$ cat config.mk
export PLATFORM = sky130hd
export DESIGN_NAME = seq_multiplier_n
export DESIGN_NICKNAME = d
export VERILOG_FILES = /design/src/rtl/seq_multiplier_n.sv
export SDC_FILE = /design/constraint.sdc
export NUM_CORES = 1
export LEC_CHECK = 0
export ABC_AREA = 1
export BUFFER_PORTS_ARGS = -buffer_cell sky130_fd_sc_hd__buf_2
export CAP_MARGIN = 40
export CORE_MARGIN = 8
export CORE_UTILIZATION = 55
export CTS_BUF_LIST = sky130_fd_sc_hd__clkbuf_4 sky130_fd_sc_hd__clkbuf_8
export DETAILED_ROUTE_END_ITERATION = 8
export PLACE_DENSITY = 0.74
export RECOVER_POWER = 100
export SYNTH_ARGS = -nofsm -noshare
export SYNTH_HDL_FRONTEND = slang
export SYNTH_SLANG_ARGS = --single-unit
$ cat constraint.sdc
create_clock -name clk -period 4.3 [get_ports clk]
set_input_delay 0.86 -clock clk [delete_from_list [all_inputs] [get_ports clk]]
set_output_delay 0.86 -clock clk [all_outputs]
set_load 0.005 [all_outputs]
$ cat src/rtl/seq_multiplier_n.sv
// Sequential shift-add multiplier, one partial product per clock.
// Signed operands are handled as magnitudes with the sign applied at the end.
module seq_multiplier_n #(
  parameter int WIDTH = 8
) (
  input  logic               clk,
  input  logic               rst,
  input  logic               in_valid,
  output logic               in_ready,
  input  logic [WIDTH-1:0]   a,
  input  logic [WIDTH-1:0]   b,
  input  logic               is_signed,
  output logic               out_valid,
  input  logic               out_ready,
  output logic [2*WIDTH-1:0] product,
  output logic               busy
);

  localparam int CW = (WIDTH > 2) ? $clog2(WIDTH) : 1;
  localparam logic [CW-1:0] LAST = CW'(WIDTH - 1);

  typedef enum logic [1:0] {
    IDLE,
    CALC,
    DONE
  } state_t;

  state_t state, state_nx;

  logic [WIDTH-1:0]   mcand;
  logic [WIDTH-1:0]   mplier;
  logic [2*WIDTH-1:0] acc;
  logic [2*WIDTH-1:0] acc_nx;
  logic [2*WIDTH-1:0] pp;
  logic [CW-1:0]      cnt;
  logic               sign_neg;
  logic               last;
  logic [WIDTH-1:0]   a_mag;
  logic [WIDTH-1:0]   b_mag;

  // -2^(WIDTH-1) negates to itself, which reads correctly as unsigned
  always_comb begin
    a_mag  = (is_signed && a[WIDTH-1]) ? -a : a;
    b_mag  = (is_signed && b[WIDTH-1]) ? -b : b;
    pp     = mplier[0] ? ({{WIDTH{1'b0}}, mcand} << cnt) : '0;
    acc_nx = acc + pp;
    last   = (cnt == LAST);
  end

  always_ff @(posedge clk) begin
    if (rst) state <= IDLE;
    else     state <= state_nx;
  end

  always_comb begin
    state_nx = state;
    unique case (state)
      IDLE:    if (in_valid)  state_nx = CALC;
      CALC:    if (last)      state_nx = DONE;
      DONE:    if (out_ready) state_nx = IDLE;
      default: state_nx = IDLE;
    endcase
  end

  always_ff @(posedge clk) begin
    if (rst) begin
      mcand    <= '0;
      mplier   <= '0;
      acc      <= '0;
      cnt      <= '0;
      sign_neg <= 1'b0;
      product  <= '0;
    end else begin
      unique case (state)
        IDLE: begin
          if (in_valid) begin
            mcand    <= a_mag;
            mplier   <= b_mag;
            sign_neg <= is_signed & (a[WIDTH-1] ^ b[WIDTH-1]);
            acc      <= '0;
            cnt      <= '0;
          end
        end
        CALC: begin
          acc    <= acc_nx;
          mplier <= mplier >> 1;
          cnt    <= cnt + 1'b1;
          if (last) product <= sign_neg ? -acc_nx : acc_nx;
        end
        default: ;
      endcase
    end
  end

  assign in_ready  = (state == IDLE) & ~rst;
  assign out_valid = (state == DONE);
  assign busy      = (state != IDLE);

endmodule

======== After elaboration in Yosys (flattened, before gate mapping) ========
Cells that the tools add are included.
W data, S select, Z words.
word-level totals
  bits in registers ....................... 54
  input bits .............................. 21
  output and inout bits ................... 19
  logic and storage cells ................. 46
cells by class
  add/subtract/negate cells ............... 5
  equality and inequality tests ........... 6
  shift-type cells ........................ 1
  mux-type cells .......................... 14
  bitwise gates (word level) .............. 4
  reduce and logical (&&, ||, !) cells .... 9
operators by type and width
  cell                   count
  $mux W16               3
  $pmux W16 S2           1
  $mux W8                3
  $add A16 B16 Y16       1
  $neg A16 Y16           1
  $neg A8 Y8             2
  $pmux W8 S2            1
  $shl A8 B3 Y16         1
  $mux W2                3
  $pmux W2 S3            1
  $pmux W3 S2            1
  $reduce_and A2 Y1      3
  $ne A2 B2 Y1 const B   2
  $reduce_bool A2 Y1     2
  $add A3 B1 Y3 const B  1
  $eq A3 B3 Y1 const B   1
  $mux W3                1
  $reduce_and A3 Y1      1
  $and A1 B1 Y1          2
  $eq A2 B1 Y1 const B   1
  $eq A2 B2 Y1 const B   1
  $logic_and A1 B1 Y1    2
  $logic_not A2 Y1       1
  $ne A2 B1 Y1 const B   1
  other kinds (2)        2

======== Depth between registers and ports, before layout ========
Gate-level depths: netlist of the first run.
  depth after elaboration ................. 5
  gate-level depth with buffers ........... 25
  depth with buffers taken out ............ 25

======== Worst setup path after synthesis of the first run ========
OpenSTA, ideal clock, no wires.
  kind .................................... reg2reg
  start point ............................. register cnt[1]
  end point ............................... register product[13]
  setup time .............................. 0.109 ns
  arrival time ............................ 2.722 ns
  data required time ...................... 4.191 ns
  path slack .............................. 1.469 ns
  stages on the path, launching flop included .. 21
  path buffers ............................ 1
  period minus slack after synthesis ...... 2.831 ns
  path through ............................ dfxtp_1 > clkbuf_1 > clkinv_1 > nand2_1 > nor2_1 > ha_1 > fa_1 > inv_1 > nand2_1 > a21oi_2 > nand3_1 > nor2_4 > nand3_2 > nand2_2 > nand2_4 > nor2_8 > nand2_1 > nand2_1 > nand3_1 > nand2_1 > inv_1
on the way
  longest elaborated chain between the ends .. 5
  elaborated cells on any way between the ends .. 7
  those cells by class .................... add/sub: 2; eq/ne: 1; shift: 1; mux: 2; reduce/logical: 1
ends and longest elaborated chain
  element                   RTL line  RTL
  start: declaration        35        logic [CW-1:0] cnt;
  start signal: assignment  87        cnt <= cnt + 1'b1;
  $shl A8 B3 Y16            45        pp = mplier[0] ? ({{WIDTH{1'b0}}, mcand} << cnt) : '0;
  $mux W16                  45
  $add A16 B16 Y16          46        acc_nx = acc + pp;
  $neg A16 Y16              88        if (last) product <= sign_neg ? -acc_nx : acc_nx;
  $mux W16                  88
  end signal: assignment    88
  end: declaration          15        output logic [2*WIDTH-1:0] product,
Several ways; a longest one is shown, not always the timed one.
A chain may end at the register's enable or synchronous reset.

======== Worst setup path after layout of the first run ========
Ends and elaborated chain as after synthesis.

==> results of run 1 <==
[metal layers]
layer | GRT usage | vias to the layer above
met2 | 0.3785 | 79
li1 | - | 2109
met3 | 0.03039 | 12
met1 | 0.2442 | 1823
met4 | 0.07442 | 0
met5 | 0 | -
[metrics by stage]
step           instance area, um2  std cells
6_report                     4258        771
3_5_place_dp                 4209        763
2_1_floorplan                3944        641
4_1_cts                      4330        771
3_3_place_gp                 4209        763
5_1_grt                      4258        771
[logic make-up (layout without fill, tap and decap cells)]
logic type      after synthesis  after routing  synth area share
compound gates              112            112            0.1618
xor+xnor                     11             11           0.02443
fa+ha+maj                    21             21           0.06853
buf+inv                     105            136            0.1012
flops                        54             54            0.2741
mux                           1              1          0.002538
simple gates                337            337            0.3674
[synth_stat cells (3+ instances only)]
library cell	number
a21oi_1	46
a31oi_1	7
and2_1	3
buf_2	4
clkbuf_1	15
dfxtp_1	54
ha_1	20
inv_1	79
inv_2	5
nand2_1	208
nand2_2	13
nand3_1	42
nand3b_1	5
nand4_1	3
nor2_1	50
nor2_2	4
o21a_1	5
o21ai_0	32
o21ai_1	3
o221ai_1	3
o22ai_1	7
xnor2_1	3
xor2_1	8
[registers in the layout (all words and copies together), names as in the netlist]
register  flops
acc          16
cnt           3
mcand         8
mplier        8
product      16
sign_neg      1
state         2
[final cells by class]
type / instances / area, um2
fillers: 751 / 2840
multi-input cells: 482 / 2416
repair buffers: 42 / 192.7
well taps: 99 / 123.9
inverters: 86 / 322.8
clock buffers: 6 / 82.58
flip-flops and latches: 54 / 1081
clock inverters: 2 / 38.79
[path summary, 6_finish.rpt]
| check | start | endpoint | slack (ns) | cells after the start |
|---|---|---|---|---|
| setup reg to reg | cnt[1] | product[13] | 0.89 | 19 |
| setup / recovery | cnt[1] | product[13] | 0.89 | 19 |
| hold reg to reg | product[0] | product[0] | 0.47 | 2 |
| hold / removal | product[0] | product[0] | 0.47 | 2 |
[worst max-delay path, stage by stage, from the launching register on]
cell      delay [ns]
dfxtp_1         0.52
clkinv_1        0.28
nand2_1         0.16
nor2_1          0.06
ha_1            0.26
fa_1            0.51
inv_1           0.11
nand2_1         0.06
a21oi_1         0.18
nand3_1         0.10
nor2_1          0.15
nand3_2         0.07
nand2_1         0.14
nand2_4         0.06
nor2_1          0.31
nand2_1         0.09
nand2_1         0.07
nand3_1         0.06
nand2_1         0.10
inv_1           0.03
[power breakdown]
| group | switching (mW) | total (mW) | leakage (nW) | internal (mW) |
|---|---|---|---|---|
| clock network | 0.179 | 0.371 | 0.0618 | 0.192 |
| logic | 0.120 | 0.180 | 1.58 | 0.0599 |
| registers | 0.0181 | 0.534 | 0.439 | 0.516 |
==> flow_metrics.py, run 1 <==
metrics = {
    "die": {
        "fp.dieW_um": 100.7,
        "std_cell_rows": 31,
        "dieArea_mm2": 0.01014,
        "start_util": 0.5556,
        "pin_count": 40,
        "design.core.area_mm2": 0.007098,
        "die_height_um": 100.7,
    },
    "clock_tree": {
        "clk_latency_ns": 0.32,
        "post_cts_buffers": 0,
        "cts_root_buf": "clkbuf_8",
        "clock_sinks": 54,
        "cts_buffers": 5,
        "cts_max_level": 2,
        "cts.clk_slew.worst_paths_ns": 0.11,
        "hold_buffers": 0,
        "cts_tree": "built",
        "post_cts_resize_count": 0,
        "clockBufferDepth": 2,
    },
    "cells_and_area": {
        "layout_commonest_cell": "nand2_1",
        "num_antenna_cells": 0,
        "layout_common_cells": "nand2_1, inv_1, nor2_1, dfxtp_1, a21oi_1",
        "drive_gt1_frac": 0.07887,
        "final_util": 0.5999,
        "syn_to_final_growth_pct": 7.963,
        "nNetsFinal": 713,
    },
    "synthesis": {
        "syn_nets": 683,
        "synthCells": 641,
        "synth_area_leaders": "dfxtp_1, nand2_1, inv_1",
        "synth_seq_cells": 54,
        "synth-main-ff-cell": "dfxtp_1",
        "yosysTopAreaCellShare": 0.2741,
        "syn_area_mm2": 0.003944,
        "ys_seq_area_frac": 0.2741,
        "yosysTopAreaCell": "dfxtp_1",
        "ys_async_sr_fraction": 0,
        "yosysWarnings": 0,
        "synth_edf_count": 0,
        "synth.distinct_cells": 41,
        "syn_avg_cell_area_um2": 6.153,
    },
    "power": {
        "powerDensity_mw_per_mm2": 255.0,
        "power.total_mw": 1.086,
        "p_leak_nw": 2.080,
        "peakVddDrop_v": 0.0001387,
    },
    "route": {
        "post_drt_via_cell_ratio": 5.218,
        "dr.pass1.iters": 5,
        "wire_per_inst_um": 12.95,
        "wl_met3_um": 280,
        "routed_wl_mm": 9.985,
        "drc": 0,
        "dr_wl_met2_mm": 4.966,
        "drt_iter0_drc": 251,
        "wl_met1_mm": 4.535,
        "top_layer_used": "met4",
        "dr_total_vias": 4023,
        "ant_nets": 0,
    },
    "outcome": {
        "violations": "max-capacitance violations, max-slew violations",
        "status": "complete, but fails checks",
    },
    "grt": {
        "grt_pass1_vias": 3980,
        "grt_max_degree": 33,
        "grtUsageTotal": 0.2099,
        "antenna_found_initial": 0,
        "grt-ovfl-total": 0,
        "grt_first_pass_wirelength_mm": 17.37,
    },
    "sta": {
        "hold_slack_ns": 0.4743,
        "slew_viol_final": 33,
        "tns_ns": 0,
        "rsz0062_at_grt": "no",
        "tightest_slew_ns": 1.511,
        "timing.final.ws_setup_ns": 0.8947,
        "final-setup-viol-count": 0,
        "max_freq_mhz": 293.7,
        "finClkSkew_ns": 0.01593,
        "hold_viol": 0,
        "post-route-min-period_ns": 3.405,
        "post-route-period-util": 0.7919,
        "maxSlewHeadroom": -0.007219,
    },
    "placement": {
        "place_ws_ns": 1.192,
        "portBuffers": 39,
        "hpwl_mm": 7.887,
        "place_congestion": 0.9295,
    },
    "flow_run": {
        "maxCapViolCount": 1,
    },
    "worst_setup_path": {
        "start_kind": "flop",
        "crit_path_max_fanout": 11,
        "cp.required_ns": 4.53,
        "end_kind": "flop",
        "worstPathArrival_ns": 3.64,
        "critPathKind": "reg2reg",
    },
    "hold_path": {
        "hp-class": "reg2reg",
    },
}
Note: power is estimated with default switching activity, not from simulation.
==> run 2: changes to the inputs <==
Clock period 4.3 ns to 3.3 ns, I/O delays scaled along.
==> run 2 against run 1 <==
Net effect:
- the flow now finishes without violations
- clock power up 10%
- core utilization increased by 0.56 points
- global-route usage down 0.59 points
- clock-buffer cell count decreased by 1
- first-iteration DRC count shrank 24%
- non-clock buffer count up 3
- register-to-register slack worse by 0.59 ns
- flip-flop and latch count did not move
- critical path depth shrank 1
==> flow_metrics.py, run 2 (same netlist as run 1, synthesis figures left out) <==
metrics = {
    "clock_tree": {
        "cts_root_buf": "clkbuf_8",
        "cts_tree": "built",
        "clock_sinks": 54,
        "post_cts_buffers": 0,
        "hold_buffers": 0,
        "post_cts_resize_count": 0,
        "cts_buffers": 5,
        "cts_max_level": 2,
        "cts.clk_slew.worst_paths_ns": 0.12,
        "clk_latency_ns": 0.32,
        "clockBufferDepth": 2,
    },
    "route": {
        "dr.pass1.iters": 5,
        "drc": 0,
        "routed_wl_mm": 9.935,
        "post_drt_via_cell_ratio": 5.183,
        "ant_nets": 0,
        "drt_iter0_drc": 190,
        "dr_total_vias": 4012,
        "wire_per_inst_um": 12.84,
    },
    "cells_and_area": {
        "num_antenna_cells": 0,
        "layout_commonest_cell": "nand2_1",
        "drive_gt1_frac": 0.1007,
        "syn_to_final_growth_pct": 8.978,
        "nNetsFinal": 716,
        "top_regs": "acc: 16 flops, product: 16 flops",
        "layout_common_cells": "nand2_1, inv_1, dfxtp_1",
        "n_fill_cell": 746,
    },
    "grt": {
        "grt_first_pass_wirelength_mm": 16.97,
        "grt-ovfl-total": 0,
        "grtUsageTotal": 0.2040,
        "grt_max_degree": 30,
        "grt_pass1_vias": 3873,
        "antenna_found_initial": 0,
    },
    "worst_setup_path": {
        "cp.required_ns": 3.54,
        "worstPathArrival_ns": 3.23,
        "path_buf_inv": 4,
        "r2r_cells": 18,
        "r2r_start": "cnt[0]",
        "cp_common_cell": "nand3_1",
        "reg2reg_to": "product[14]",
        "cp_top_family": "simple AND/OR/NAND/NOR gates",
        "path_cells": "inv_1 > o21ai_0 > nand2_1 > nor2_2 > fa_1 > inv_1 > ha_1 > inv_1 > nor2_2 > nand3_1 > nor2_1 > nand3_1 > nor2_1 > nand3_1 > nand3_1 > nand3_1 > nand2_1 > inv_1",
        "start_kind": "flop",
        "crit_path_max_fanout": 12,
        "crit_slowest_cell": "fa_1",
        "end_kind": "flop",
        "rrSetupSlack_ns": 0.31,
        "max_stage_delay_ns": 0.49,
        "critPathKind": "reg2reg",
    },
    "sta": {
        "hold_slack_ns": 0.4776,
        "hold_viol": 0,
        "post-route-min-period_ns": 2.993,
        "finClkSkew_ns": 0.01436,
        "tns_ns": 0,
        "post-route-period-util": 0.9068,
        "maxSlewHeadroom": 0.2813,
        "final-setup-viol-count": 0,
        "max_freq_mhz": 334.2,
        "tightest_slew_ns": 1.078,
        "slew_viol_final": 0,
        "rsz0062_at_grt": "no",
    },
    "hold_path": {
        "hp-class": "reg2reg",
        "hp-start": "acc[12]",
        "whs_path_depth": 2,
        "holdPathEnd": "acc[12]",
    },
    "die": {
        "die_height_um": 100.7,
        "start_util": 0.5556,
        "std_cell_rows": 31,
        "design.core.area_mm2": 0.007098,
        "dieArea_mm2": 0.01014,
        "fp.dieW_um": 100.7,
        "pin_count": 40,
    },
    "placement": {
        "portBuffers": 39,
        "place_congestion": 0.9333,
        "hpwl_mm": 7.780,
    },
    "power": {
        "peakVddDrop_v": 0.0002183,
        "powerDensity_mw_per_mm2": 314.2,
        "p_leak_nw": 2.100,
    },
    "outcome": {
        "status": "completed",
    },
    "flow_run": {
        "maxCapViolCount": 0,
    },
}
==> run 2: per-layer routing <==
layer	GRT usage	part of all wire
met5	0	0
met1	0.2347	0.45
met4	0.07558	0.025
met2	0.3719	0.49
met3	0.02624	0.033
==> run 2: where the power goes <==
| part | internal [mW] | switching [mW] |
|---|---|---|
| Sequential | 0.673 | 0.0241 |
| Clock | 0.158 | 0.251 |
| Combinational | 0.0841 | 0.160 |
==> run 2: worst max path at each step <==
stage	slack, ns	end	cells after the start	from
2_1_floorplan	0.47	product[13]	20	cnt[1]
3_3_place_gp	0.29	product[13]	19	cnt[1]
3_5_place_dp	0.18	product[13]	19	cnt[0]
4_1_cts	0.14	product[13]	19	cnt[0]
5_1_grt	0.003	product[14]	20	cnt[0]
6_report	0.31	product[14]	18	cnt[0]
==> run 2: metrics by stage <==
stage / power [mW] / instance area [um2] / cells / util / setup slack [ns]
2_1_floorplan: 0.8862 / 3944 / 641 / - / 0.4691
3_3_place_gp: 0.9557 / 4244 / 766 / 0.5979 / 0.2871
3_5_place_dp: 0.9617 / 4244 / 766 / 0.5979 / 0.1779
4_1_cts: 1.362 / 4342 / 774 / 0.6117 / 0.1429
5_1_grt: 1.420 / 4298 / 774 / 0.6055 / 0.002949
6_report: 1.351 / 4298 / 774 / 0.6055 / 0.3075
==> run 2: worst register-to-register path: stages, from the launching register on <==
cell,delay [ns]
dfxtp_2,0.45
inv_1,0.15
o21ai_0,0.25
nand2_1,0.12
nor2_2,0.15
fa_1,0.49
inv_1,0.11
ha_1,0.15
inv_1,0.06
nor2_2,0.09
nand3_1,0.08
nor2_1,0.14
nand3_1,0.11
nor2_1,0.18
nand3_1,0.13
nand3_1,0.08
nand3_1,0.08
nand2_1,0.07
inv_1,0.03
==> run 2: area by class of cell <==
type,count,area (um2),share of cell area
Clock buffer,5,68.82,0.01601
Clock inverter,3,28.78,0.006696
Inverter,86,322.8,0.07511
Multi-Input combinational cell,482,2459,0.5721
Sequential cell,54,1082,0.2518
Tap cell,99,123.9,0.02882
Timing Repair Buffer,45,212.7,0.04949
